<file path="src/rtl/network_sdiv_30s_16s_16_seq_pkg.sv">
// Shared types and width constants for the sequential signed divider.
package network_div_pkg;

   localparam int DIVIDEND_WIDTH_DEF = 30;
   localparam int DIVISOR_WIDTH_DEF  = 16;
   localparam int QUOT_WIDTH_DEF     = 16;
   localparam int CNT_WIDTH          = $clog2(DIVIDEND_WIDTH_DEF + 1);

   localparam logic [QUOT_WIDTH_DEF-1:0] QUOT_MAX = {1'b0, {(QUOT_WIDTH_DEF-1){1'b1}}};
   localparam logic [QUOT_WIDTH_DEF-1:0] QUOT_MIN = {1'b1, {(QUOT_WIDTH_DEF-1){1'b0}}};

   typedef enum logic [1:0] {
      IDLE = 2'd0,
      CALC = 2'd1,
      DONE = 2'd2
   } div_state_t;

endpackage

</file>
<file path="src/rtl/network_sdiv_30s_16s_16_seq_if.sv">
// Operand/result handshake bundle between the divider and its producer/consumer.
interface network_sdiv_30s_16s_16_seq_if
   import network_div_pkg::*;
#(
   parameter int DIVIDEND_WIDTH = DIVIDEND_WIDTH_DEF,
   parameter int DIVISOR_WIDTH  = DIVISOR_WIDTH_DEF,
   parameter int QUOT_WIDTH     = QUOT_WIDTH_DEF
);
   logic                      in_valid;
   logic                      in_ready;
   logic [DIVIDEND_WIDTH-1:0] dividend;
   logic [DIVISOR_WIDTH-1:0]  divisor;
   logic                      out_valid;
   logic                      out_ready;
   logic [QUOT_WIDTH-1:0]     quotient;
   logic [QUOT_WIDTH-1:0]     remainder;
   logic                      ovf;
   logic                      dz;

   modport master (
      output in_valid, dividend, divisor, out_ready,
      input  in_ready, out_valid, quotient, remainder, ovf, dz
   );

   modport slave (
      input  in_valid, dividend, divisor, out_ready,
      output in_ready, out_valid, quotient, remainder, ovf, dz
   );

endinterface

</file>
<file path="src/rtl/network_sdiv_30s_16s_16_seq_step.sv">
// One unsigned restoring-division iteration: shift in a dividend bit, compare, subtract.
module network_div_restoring_step #(
   parameter int W = 16
) (
   input  logic [W-1:0] prem,
   input  logic         din,
   input  logic [W-1:0] dvs,
   output logic [W-1:0] prem_next,
   output logic         qbit
);
   logic [W:0]   shifted;
   logic [W-1:0] diff;

   assign shifted   = {prem, din};
   assign qbit      = (shifted >= {1'b0, dvs});
   // When qbit is set the true difference is below dvs, so the low W bits suffice.
   assign diff      = shifted[W-1:0] - dvs;
   assign prem_next = qbit ? diff : shifted[W-1:0];

endmodule

</file>
<file path="src/rtl/network_sdiv_30s_16s_16_seq.sv">
// Sequential signed divider: 30s / 16s -> saturated 16s quotient and 16s remainder.
//   state | meaning
//   IDLE  | waiting for an operand pair
//   CALC  | DIVIDEND_WIDTH restoring steps, then one finalize edge
//   DONE  | result held until the consumer takes it
module network_sdiv_30s_16s_16_seq
   import network_div_pkg::*;
#(
   parameter int DIVIDEND_WIDTH = DIVIDEND_WIDTH_DEF,
   parameter int DIVISOR_WIDTH  = DIVISOR_WIDTH_DEF,
   parameter int QUOT_WIDTH     = QUOT_WIDTH_DEF
) (
   input logic clk,
   input logic reset,
   input logic ce,
   network_sdiv_30s_16s_16_seq_if.slave bus
);
   localparam int CW = $clog2(DIVIDEND_WIDTH + 1);
   localparam logic [CW-1:0]             LAST    = CW'(DIVIDEND_WIDTH);
   localparam logic [DIVIDEND_WIDTH-1:0] POS_LIM = DIVIDEND_WIDTH'((64'd1 << (QUOT_WIDTH-1)) - 64'd1);
   localparam logic [DIVIDEND_WIDTH-1:0] NEG_LIM = DIVIDEND_WIDTH'(64'd1 << (QUOT_WIDTH-1));
   localparam logic [QUOT_WIDTH-1:0]     Q_MAX   = {1'b0, {(QUOT_WIDTH-1){1'b1}}};
   localparam logic [QUOT_WIDTH-1:0]     Q_MIN   = {1'b1, {(QUOT_WIDTH-1){1'b0}}};

   div_state_t                state_q, state_d;
   logic [CW-1:0]             cnt_q;
   logic [DIVIDEND_WIDTH-1:0] dvd_q;
   logic [DIVISOR_WIDTH-1:0]  dvs_q;
   logic [DIVISOR_WIDTH-1:0]  prem_q;
   logic                      qneg_q, rneg_q, dzl_q;
   logic [QUOT_WIDTH-1:0]     quot_q, rem_q;
   logic                      ovf_q, dz_q;

   logic [DIVIDEND_WIDTH-1:0] dvd_abs;
   logic [DIVISOR_WIDTH-1:0]  dvs_abs, prem_nx;
   logic                      qbit;
   logic [QUOT_WIDTH-1:0]     q_fin, r_fin;
   logic                      ovf_fin;

   assign dvd_abs = bus.dividend[DIVIDEND_WIDTH-1] ? (~bus.dividend + DIVIDEND_WIDTH'(1)) : bus.dividend;
   assign dvs_abs = bus.divisor[DIVISOR_WIDTH-1]   ? (~bus.divisor + DIVISOR_WIDTH'(1))   : bus.divisor;

   network_div_restoring_step #(.W(DIVISOR_WIDTH)) u_step (
      .prem      (prem_q),
      .din       (dvd_q[DIVIDEND_WIDTH-1]),
      .dvs       (dvs_q),
      .prem_next (prem_nx),
      .qbit      (qbit)
   );

   // After the last step dvd_q has been fully replaced by the quotient magnitude.
   always_comb begin
      q_fin   = '0;
      ovf_fin = 1'b0;
      r_fin   = rneg_q ? (QUOT_WIDTH'(0) - QUOT_WIDTH'(prem_q)) : QUOT_WIDTH'(prem_q);
      if (dzl_q) begin
         q_fin   = rneg_q ? Q_MIN : Q_MAX;
         ovf_fin = 1'b1;
         r_fin   = '0;
      end else if (qneg_q) begin
         if (dvd_q > NEG_LIM) begin
            q_fin   = Q_MIN;
            ovf_fin = 1'b1;
         end else begin
            q_fin = QUOT_WIDTH'(0) - dvd_q[QUOT_WIDTH-1:0];
         end
      end else if (dvd_q > POS_LIM) begin
         q_fin   = Q_MAX;
         ovf_fin = 1'b1;
      end else begin
         q_fin = dvd_q[QUOT_WIDTH-1:0];
      end
   end

   always_comb begin
      state_d      = state_q;
      bus.in_ready = (state_q == IDLE) && !reset;
      bus.out_valid = (state_q == DONE);
      case (state_q)
         IDLE:    if (ce && bus.in_valid) state_d = CALC;
         CALC:    if (ce && cnt_q == LAST) state_d = DONE;
         DONE:    if (ce && bus.out_ready) state_d = IDLE;
         default: state_d = IDLE;
      endcase
   end

   always_ff @(posedge clk) begin
      if (reset) state_q <= IDLE;
      else       state_q <= state_d;
   end

   always_ff @(posedge clk) begin
      if (reset) begin
         cnt_q  <= '0;
         dvd_q  <= '0;
         dvs_q  <= '0;
         prem_q <= '0;
         qneg_q <= 1'b0;
         rneg_q <= 1'b0;
         dzl_q  <= 1'b0;
         quot_q <= '0;
         rem_q  <= '0;
         ovf_q  <= 1'b0;
         dz_q   <= 1'b0;
      end else if (ce) begin
         case (state_q)
            IDLE: if (bus.in_valid) begin
               cnt_q  <= '0;
               dvd_q  <= dvd_abs;
               dvs_q  <= dvs_abs;
               prem_q <= '0;
               qneg_q <= bus.dividend[DIVIDEND_WIDTH-1] ^ bus.divisor[DIVISOR_WIDTH-1];
               rneg_q <= bus.dividend[DIVIDEND_WIDTH-1];
               dzl_q  <= (bus.divisor == '0);
            end
            CALC: if (cnt_q != LAST) begin
               dvd_q  <= {dvd_q[DIVIDEND_WIDTH-2:0], qbit};
               prem_q <= prem_nx;
               cnt_q  <= cnt_q + CW'(1);
            end else begin
               quot_q <= q_fin;
               rem_q  <= r_fin;
               ovf_q  <= ovf_fin;
               dz_q   <= dzl_q;
            end
            default: ;
         endcase
      end
   end

   assign bus.quotient  = quot_q;
   assign bus.remainder = rem_q;
   assign bus.ovf       = ovf_q;
   assign bus.dz        = dz_q;

endmodule

</file>
<file path="src/flat_wrapper.sv">
// flat-port wrapper written by rule: the top's interface ports become plain ports
module network_sdiv_30s_16s_16_seq_flat import network_div_pkg::*;
#(
   parameter int DIVIDEND_WIDTH = DIVIDEND_WIDTH_DEF,
   parameter int DIVISOR_WIDTH  = DIVISOR_WIDTH_DEF,
   parameter int QUOT_WIDTH     = QUOT_WIDTH_DEF
)
  (clk, reset, ce, bus_in_valid, bus_dividend, bus_divisor, bus_out_ready, bus_in_ready, bus_out_valid, bus_quotient, bus_remainder, bus_ovf, bus_dz);
  network_sdiv_30s_16s_16_seq_if #(.DIVIDEND_WIDTH(DIVIDEND_WIDTH), .DIVISOR_WIDTH(DIVISOR_WIDTH), .QUOT_WIDTH(QUOT_WIDTH)) bus_i ();
  input logic clk;
  input logic reset;
  input logic ce;
  input wire logic [$bits(bus_i.in_valid)-1:0] bus_in_valid;
  input wire logic [$bits(bus_i.dividend)-1:0] bus_dividend;
  input wire logic [$bits(bus_i.divisor)-1:0] bus_divisor;
  input wire logic [$bits(bus_i.out_ready)-1:0] bus_out_ready;
  output wire logic [$bits(bus_i.in_ready)-1:0] bus_in_ready;
  output wire logic [$bits(bus_i.out_valid)-1:0] bus_out_valid;
  output wire logic [$bits(bus_i.quotient)-1:0] bus_quotient;
  output wire logic [$bits(bus_i.remainder)-1:0] bus_remainder;
  output wire logic [$bits(bus_i.ovf)-1:0] bus_ovf;
  output wire logic [$bits(bus_i.dz)-1:0] bus_dz;
  assign bus_i.in_valid = bus_in_valid;
  assign bus_i.dividend = bus_dividend;
  assign bus_i.divisor = bus_divisor;
  assign bus_i.out_ready = bus_out_ready;
  assign bus_in_ready = bus_i.in_ready;
  assign bus_out_valid = bus_i.out_valid;
  assign bus_quotient = bus_i.quotient;
  assign bus_remainder = bus_i.remainder;
  assign bus_ovf = bus_i.ovf;
  assign bus_dz = bus_i.dz;
  network_sdiv_30s_16s_16_seq #(.DIVIDEND_WIDTH(DIVIDEND_WIDTH), .DIVISOR_WIDTH(DIVISOR_WIDTH), .QUOT_WIDTH(QUOT_WIDTH)) u_core (.clk(clk), .reset(reset), .ce(ce), .bus(bus_i));
endmodule
</file>
<file path="config.mk">
export PLATFORM = sky130hd
export DESIGN_NAME = network_sdiv_30s_16s_16_seq_flat
export DESIGN_NICKNAME = d
export VERILOG_FILES = /design/src/rtl/network_sdiv_30s_16s_16_seq_pkg.sv /design/src/rtl/network_sdiv_30s_16s_16_seq_if.sv /design/src/rtl/network_sdiv_30s_16s_16_seq_step.sv /design/src/rtl/network_sdiv_30s_16s_16_seq.sv /design/src/flat_wrapper.sv
export SDC_FILE = /design/constraint.sdc
export NUM_CORES = 1
export LEC_CHECK = 0
export CAP_MARGIN = 30
export CELL_PAD_IN_SITES_DETAIL_PLACEMENT = 0
export CELL_PAD_IN_SITES_GLOBAL_PLACEMENT = 2
export CORE_MARGIN = 4
export CORE_UTILIZATION = 30
export DETAILED_ROUTE_END_ITERATION = 8
export GPL_TIMING_DRIVEN = 0
export PLACE_DENSITY_LB_ADDON = 0.1
export SKIP_LAST_GASP = 1
export SYNTH_ARGS = -nofsm -noshare
export SYNTH_HDL_FRONTEND = slang
export SYNTH_SLANG_ARGS = --single-unit
</file>
<file path="constraint.sdc">
create_clock -name clk -period 4.2 [get_ports clk]
set_clock_uncertainty 0.15 [all_clocks]
set_input_delay 1.26 -clock clk [delete_from_list [all_inputs] [get_ports clk]]
set_output_delay 1.26 -clock clk [all_outputs]
set_load 0.05 [all_outputs]
</file>
==> parameters.txt, run 1 <==
Parameter                              Value

Run status
  Result of the run    complete, no violations

CTS
  Clock slew at reported path FFs    70 ps
  Total CTS buffers    9
  Max Buffers Root-to-Sink    2
  Buffers inserted by post-CTS timing repair    0
  Total clock sinks    106
  Max H-tree Level    3
  Clock tree from TritonCTS    built
  Clock latency on the worst-skew pair    360 ps
  Root Driver    sky130_fd_sc_hd__clkbuf_16
  Hold bufs inserted after CTS    0

Synthesis
  Primary flip-flop cell chosen by synthesis mapping    sky130_fd_sc_hd__dfxtp_1
  Top cells by area, synth    sky130_fd_sc_hd__dfxtp_1, sky130_fd_sc_hd__nor2_1, sky130_fd_sc_hd__xor2_1
  Cell area after synthesis    0.00675 mm2
  Number of enable-type register cells in the synthesized netlist    0
  Warning count from the yosys run    0
  Nets in the synthesized netlist    942
  Post-synth top area share    0.314
  Sequential element share of the synthesized area    0.314
  Number of distinct standard cells referenced by the synthesized netlist    62
  Fraction of registers with async set or reset after synthesis    0
  Synthesized area per cell    7.78 um2
  Most repeated cell in the gate-level netlist after synthesis    sky130_fd_sc_hd__dfxtp_1
  Post-synthesis cell type with the largest combined area    sky130_fd_sc_hd__dfxtp_1
  Instance count of the mapped netlist    868
  Most common library cells after synthesis    sky130_fd_sc_hd__dfxtp_1, sky130_fd_sc_hd__nor2_1, sky130_fd_sc_hd__nand2_1, sky130_fd_sc_hd__a21oi_1, sky130_fd_sc_hd__clkbuf_1
  Register bit count reported by yosys    106

Floorplan
  Horiz. Die Dim    158 um
  I/O pin count    87
  Placeable Area    0.0220 mm2
  Die Span Y    158 um
  DIE AREA    0.0250 mm2
  Initial core utilization    0.307
  Number of rows in the core area    54

Final layout
  Diode count    0
  Count of nets after finishing    1038
  Filler instances    2338
  Share of the core filled with cells    0.380
  Number of non-filler instances in the completed layout    1249
  Share of cells above drive strength 1    0.0341
  Area growth from synthesis to layout    23.5%

Routing
  Met2 Wirelength    10100 um
  Detailed Route Iter0 Violations    325
  Met3 wire len    1080 um
  Vias per std cell    5.43
  Post-detailed-routing wire length    24100 um
  DRC violations left    0
  Number of nets with antenna violations after routing    0
  Routed wirelength normalized by instance count    19.3 um
  Drt pass-1 iters    5
  Total vias in the final route    6778
  Top Layer Used    met4
  Met1 wire length    12600 um

Power and ir drop
  Peak supply drop    0.000213 V
  Lkg Pwr    2.94 nW
  Power Dens Cells    351 mW/mm2

Critical path
  Slowest stage cell, crit path    sky130_fd_sc_hd__or4b_4
  Crit path DAT    4270 ps
  Critical path type    in2reg
  CP required    4340 ps
  Category of cells accounting for the largest share of critical-path delay    simple AND/OR/NAND/NOR gates
  Cell repeated most along the worst path    sky130_fd_sc_hd__or4_4
  Critical Path Sink Type    register
  Delay of the slowest critical-path stage    600 ps
  Startpoint type of the worst setup path    primary input
  Worst reg2reg setup slack    630 ps
  Levels on crit path    7
  Capturing point of the worst reg2reg path    u_core.bus.quotient[6]
  Critical R2R Launch    u_core.dvd_q[0]
  End point of the critical path    u_core.dvd_q[29]
  Buf/Inv on CP    1
  Critical path startpoint    bus_dividend[10]
  Maximum fanout along the worst path    6
  CP cell instances    dlygate4sd2_1 -> or4_4 -> or4_1 -> or4b_4 -> or4_4 -> or4_4 -> a31oi_1
  Path depth of the worst reg2reg path    9

Hold path
  Min-delay worst type    reg2reg
  Worst hold path depth    2

Global route
  Pin count of the biggest net entering global routing    17
  Vias in the first global route    6388
  Wire length of the first global-routing pass    37000 um
  Total routing resource utilization after global routing    0.189
  Overall overflow remaining after global route    0
  Number of antenna violations at the first check in global routing    1

Timing
  RSZ-0062 raised after global routing    no
  Worst-case headroom to the max-slew limit    0.443
  Number of hold violations in the final report    0
  Final number of max-transition violations    0
  Final setup violation count    0
  Crit path time final    4130 ps
  Worst Max-Slew Pin Slew    836 ps
  Worst hold slack    312 ps
  Peak clock frequency supported by timing    0.242 GHz
  Fraction of the cycle the final worst path needs    0.983

Placed design
  IO buf count    85
  Routability congestion estimate from global placement    0.808
  Placed insts    1234
  Final HPWL DP    18600 um

Flow run
  Max-cap violations    0
-- per-stage QoR --
| step | power, mW | setup WS (ps) | TNS [ps] | instance area (um2) |
|---|---|---|---|---|
| floorplan | 1.65 | 135 | 0 | 6760 |
| global placement | 1.93 | -768 | -2990 | 7960 |
| finish | 2.92 | 70.8 | 0 | 8340 |
| detailed placement | 1.92 | -696 | -2450 | 7970 |
| CTS | 2.94 | 1.21 | 0 | 8330 |
| global route | 3.07 | 13.2 | 0 | 8340 |
-- area by class of cell --
cell class                 count  area [um2]  area share
tap                          280         350      0.0420
buffer                        57         218      0.0261
clock inverter                 4        98.8      0.0119
inverter                      34         128      0.0153
timing repair buffer          86         860       0.103
clock buffer                  12         246      0.0296
multi-input combinational    670        4310       0.517
sequential                   106        2120       0.255
-- worst register-to-register path, delay by kind of cell, from the launching register on --
kind | cells | cell delay [ps]
buffers and inverters | 2 | 310
AND/OR/NAND/NOR | 3 | 1590
flip-flops | 1 | 380
AO/OA/AOI/OAI | 3 | 810
adder cells (fa/ha/maj) | 1 | 230
-- how the worst min path moves through the flow --
stage                             from                      end  slack, ps
3_3_place_gp   u_core.bus.remainder[8]  u_core.bus.remainder[8]        290
6_report       u_core.bus.remainder[8]  u_core.bus.remainder[8]        310
2_1_floorplan          u_core.dvs_q[0]          u_core.dvs_q[0]        290
3_5_place_dp   u_core.bus.remainder[8]  u_core.bus.remainder[8]        300
5_1_grt        u_core.bus.remainder[7]  u_core.bus.remainder[7]        330
4_1_cts        u_core.bus.remainder[8]  u_core.bus.remainder[8]        310
-- cell families after synthesis --
family | synth area share
buffers and inverters | 0.0513
and+or+nand+nor | 0.218
adders and majority gates | 0.0437
DFF | 0.314
muxes | 0.00760
xor gates and xnor gates | 0.0895
AOI/OAI and AO/OA | 0.275
-- cell usage in the layout (no fill, tap or decap), drive strengths merged, types with 4 or more instances in the layout --
cell             n
nand3           19
nor2b            8
or3              7
o21ai           41
o21a             8
a21o             9
nand4b           5
o22ai           17
nor3            23
mux2i            4
a222oi           4
xor2            35
ha              22
and3             7
dfxtp          106
o211ai          10
or4             11
clkdlybuf4s50   80
clkbuf          64
xnor2           34
buf              6
inv             34
o41ai           10
nor2            86
a22oi           33
o31ai           24
nand3b           6
nand2b          12
nand2           70
a31oi            4
a21oi           61
nor4            16
nand4           15
a211oi          27
-- power breakdown --
part	switching (mW)	total, mW	leakage [nW]	internal, mW
logic	0.505	0.813	1.91	0.308
registers	0.0464	1.09	0.860	1.04
clock network	0.418	1.02	0.167	0.602
total	0.970	2.92	2.94	1.95
-- state kept, by name, summed over array words and instances, names as in the netlist --
signal / count
u_core.bus.ovf: 1
u_core.bus.dz: 1
u_core.prem_q: 16
u_core.cnt_q: 5
u_core.rneg_q: 1
u_core.dvs_q: 16
u_core.bus.remainder: 16
u_core.qneg_q: 1
u_core.bus.quotient: 16
u_core.dzl_q: 1
u_core.dvd_q: 30
u_core.state_q: 2
-- per-layer routing --
| metal | GRT usage | vias up |
|---|---|---|
| met5 | 0 | - |
| met4 | 0.0410 | 0 |
| met3 | 0.0230 | 18 |
| met2 | 0.280 | 180 |
| met1 | 0.291 | 3173 |
| li1 | - | 3407 |
-- what timing repair did --
action / CTS / global route
endpoints found under the setup margin: 2 / 1
gates resized for setup: 10 / 5
cloned: 0 / 0
pin swaps: 2 / 3
Note: power is estimated with default switching activity, not from simulation.
==> inputs of run 2 (changes only) <==
--- a/config.mk
+++ b/config.mk
@@ -13,6 +13,7 @@
 export DETAILED_ROUTE_END_ITERATION = 8
 export GPL_TIMING_DRIVEN = 0
 export PLACE_DENSITY_LB_ADDON = 0.1
+export SETUP_SLACK_MARGIN = 0.05
 export SKIP_LAST_GASP = 1
 export SYNTH_ARGS = -nofsm -noshare
 export SYNTH_HDL_FRONTEND = slang
==> run 2 against run 1 <==
Power is essentially flat. First-iteration DRC count grew 25%. Final cell count up 0.24%. Clock power about the same. Wire length decreased by 0.15%. Count of clock-buffer cells in the layout did not move. Sequential power about the same. Combinational power hardly changed. Maximum frequency up 1.4%. Critical path type unchanged.
==> parameters.txt, run 2 (synthesis gave the netlist of run 1 again) <==
Parameter                              Value

Run status
  Result of the run    complete, no violations (unchanged)

Routing
  Drt pass-1 iters    6 (was 5)
  Vias per std cell    5.40 (was 5.43)
  Number of nets with antenna violations after routing    0 (unchanged)
  DRC violations left    0 (unchanged)
  Total vias in the final route    6758 (was 6778)
  Detailed Route Iter0 Violations    405 (was 325)
  Post-detailed-routing wire length    24000 um (was 24100 um)
  Routed wirelength normalized by instance count    19.2 um (was 19.3 um)

Timing
  Min setup slack post-route    129 ps (was 70.8 ps)
  Worst Max-Slew Pin Slew    837 ps (was 836 ps)
  Final setup violation count    0 (unchanged)
  Fraction of the cycle the final worst path needs    0.969 (was 0.983)
  Peak clock frequency supported by timing    0.246 GHz (was 0.242 GHz)
  Crit path time final    4070 ps (was 4130 ps)
  Final number of max-transition violations    0 (unchanged)
  Number of hold violations in the final report    0 (unchanged)
  RSZ-0062 raised after global routing    yes (was no)
  Worst-case headroom to the max-slew limit    0.442 (was 0.443)

Critical path
  Delay of the slowest critical-path stage    560 ps (was 600 ps)
  Critical Path Sink Type    register (unchanged)
  Worst reg2reg setup slack    620 ps (was 630 ps)
  CP cell instances    dlygate4sd2_1 -> or4_4 -> or4_1 -> or4b_4 -> buf_6 -> or4_1 -> or4_1 -> a31oi_1 (was dlygate4sd2_1 -> or4_4 -> or4_1 -> or4b_4 -> or4_4 -> or4_4 -> a31oi_1)
  Maximum fanout along the worst path    2 (was 6)
  CP required    4330 ps (was 4340 ps)
  Critical path type    in2reg (unchanged)
  Cell repeated most along the worst path    sky130_fd_sc_hd__or4_1 (was sky130_fd_sc_hd__or4_4)
  Startpoint type of the worst setup path    primary input (unchanged)
  Crit path DAT    4200 ps (was 4270 ps)
  Slowest stage cell, crit path    sky130_fd_sc_hd__or4_4 (was sky130_fd_sc_hd__or4b_4)

Power and ir drop
  Total power of the final layout    2.92 mW (about the same)
  Lkg Pwr    2.94 nW (about the same)
  Power Dens Cells    350 mW/mm2 (was 351 mW/mm2)
  Peak supply drop    0.000213 V (about the same)

Final layout
  Area growth from synthesis to layout    23.6% (was 23.5%)
  Diode count    0 (unchanged)
  Fin area    0.00835 mm2 (was 0.00834 mm2)
  Count of nets after finishing    1041 (was 1038)
  Flip-flop count of the largest register after layout    30 (unchanged)
  Register ranked first by flip-flop count    u_core.dvd_q (unchanged)
  Leading cell types in the layout, fill and taps excluded    sky130_fd_sc_hd__dfxtp_1, sky130_fd_sc_hd__nor2_1, sky130_fd_sc_hd__clkdlybuf4s50_1 (unchanged)
  Share of cells above drive strength 1    0.0370 (was 0.0341)
  Most common library cell in the layout ignoring fill and taps    sky130_fd_sc_hd__dfxtp_1 (unchanged)
  Filler instances    2340 (was 2338)

Floorplan
  Placeable Area    0.0220 mm2 (unchanged)
  Number of rows in the core area    54 (unchanged)
  DIE AREA    0.0250 mm2 (unchanged)
  I/O pin count    87 (unchanged)
  Initial core utilization    0.307 (unchanged)
  Horiz. Die Dim    158 um (unchanged)
  Die Span Y    158 um (unchanged)

Global route
  Total routing resource utilization after global routing    0.189 (about the same)
  Overall overflow remaining after global route    0 (unchanged)
  Wire length of the first global-routing pass    37000 um (about the same)
  Vias in the first global route    6406 (was 6388)
  Number of antenna violations at the first check in global routing    1 (unchanged)
  Pin count of the biggest net entering global routing    17 (unchanged)

CTS
  Total CTS buffers    9 (unchanged)
  Clock slew at reported path FFs    70 ps (about the same)
  Max H-tree Level    3 (unchanged)
  Clock latency on the worst-skew pair    360 ps (about the same)
  Total clock sinks    106 (unchanged)
  Root Driver    sky130_fd_sc_hd__clkbuf_16 (unchanged)
  Max Buffers Root-to-Sink    2 (unchanged)
  Clock tree from TritonCTS    built (unchanged)

Hold path
  Min-delay worst type    reg2reg (unchanged)

Placed design
  Placed instance area    0.00797 mm2 (unchanged)
  Final HPWL DP    18600 um (unchanged)
  Worst slack at placement    -696 ps (unchanged)
  Routability congestion estimate from global placement    0.808 (unchanged)
  IO buf count    85 (unchanged)

Flow run
  Max-cap violations    0 (unchanged)
## run 2: cell count changes in the layout (fill, tap and decap cells not counted), sizes merged
cell,change
dlymetal6s2s,-2
dlygate4sd2,+1
clkbuf,+1
buf,+3
## run 2: path summary, 6_finish.rpt
check                          start                      end  cells after the start
min reg2reg  u_core.bus.remainder[8]  u_core.bus.remainder[8]                      2
max reg2reg          u_core.dvd_q[0]   u_core.bus.quotient[6]                      9
min          u_core.bus.remainder[8]  u_core.bus.remainder[8]                      2
max                 bus_dividend[11]         u_core.dvd_q[29]                      8
## run 2: area by class of cell
class	instances	area, um2	share of cell area
timing repair buffer	88	863	0.103
clock inverter	4	98.8	0.0118
tap	280	350	0.0420
sequential	106	2120	0.254
clock buffer	12	246	0.0295
inverter	34	128	0.0153
multi-input combinational	670	4310	0.516
buffer	58	230	0.0276
## run 2: metal layers
metal  track usage  wire [um]  vias up
met5             0          0        -
met4        0.0410        216        0
met1         0.291      12600     3164
met2         0.281      10100      166
met3        0.0230       1050       15
li1              -          -     3413
## run 2: power breakdown
group | leakage, nW | internal, mW | switching (mW)
combinational | 1.91 | 0.308 | 0.505
clock | 0.167 | 0.603 | 0.421
sequential | 0.860 | 1.04 | 0.0461
total | 2.94 | 1.95 | 0.972
## run 2: worst max-delay path, delay by kind of cell
kind            cells  cell delay, ps
compound gates      1             130
buf+inv             2             390
simple gates        5            2420
## run 2: repair_timing
item                       4_1_cts  5_1_grt
pin swaps                        4        0
hold buffers                     0        0
setup endpoints to repair        2        4
setup buffers                    2        0
resized for setup               12        5
## run 2: metrics by stage
step	util	setup TNS (ps)	hold slack (ps)	instances
3_5_place_dp	0.363	-2450	300	1234
3_3_place_gp	0.362	-2990	295	1233
5_1_grt	0.380	0	333	1252
6_report	0.380	0	311	1252
2_1_floorplan	-	0	290	868
4_1_cts	0.380	0	310	1252
==> inputs of run 3 (changes only) <==
--- a/config.mk
+++ b/config.mk
@@ -10,6 +10,7 @@
 export CELL_PAD_IN_SITES_GLOBAL_PLACEMENT = 2
 export CORE_MARGIN = 4
 export CORE_UTILIZATION = 30
+export CTS_CLUSTER_DIAMETER = 120
 export DETAILED_ROUTE_END_ITERATION = 8
 export GPL_TIMING_DRIVEN = 0
 export PLACE_DENSITY_LB_ADDON = 0.1
==> results of run 3 <==
The final DEF is identical to that of run 2; final timing and power are the same.
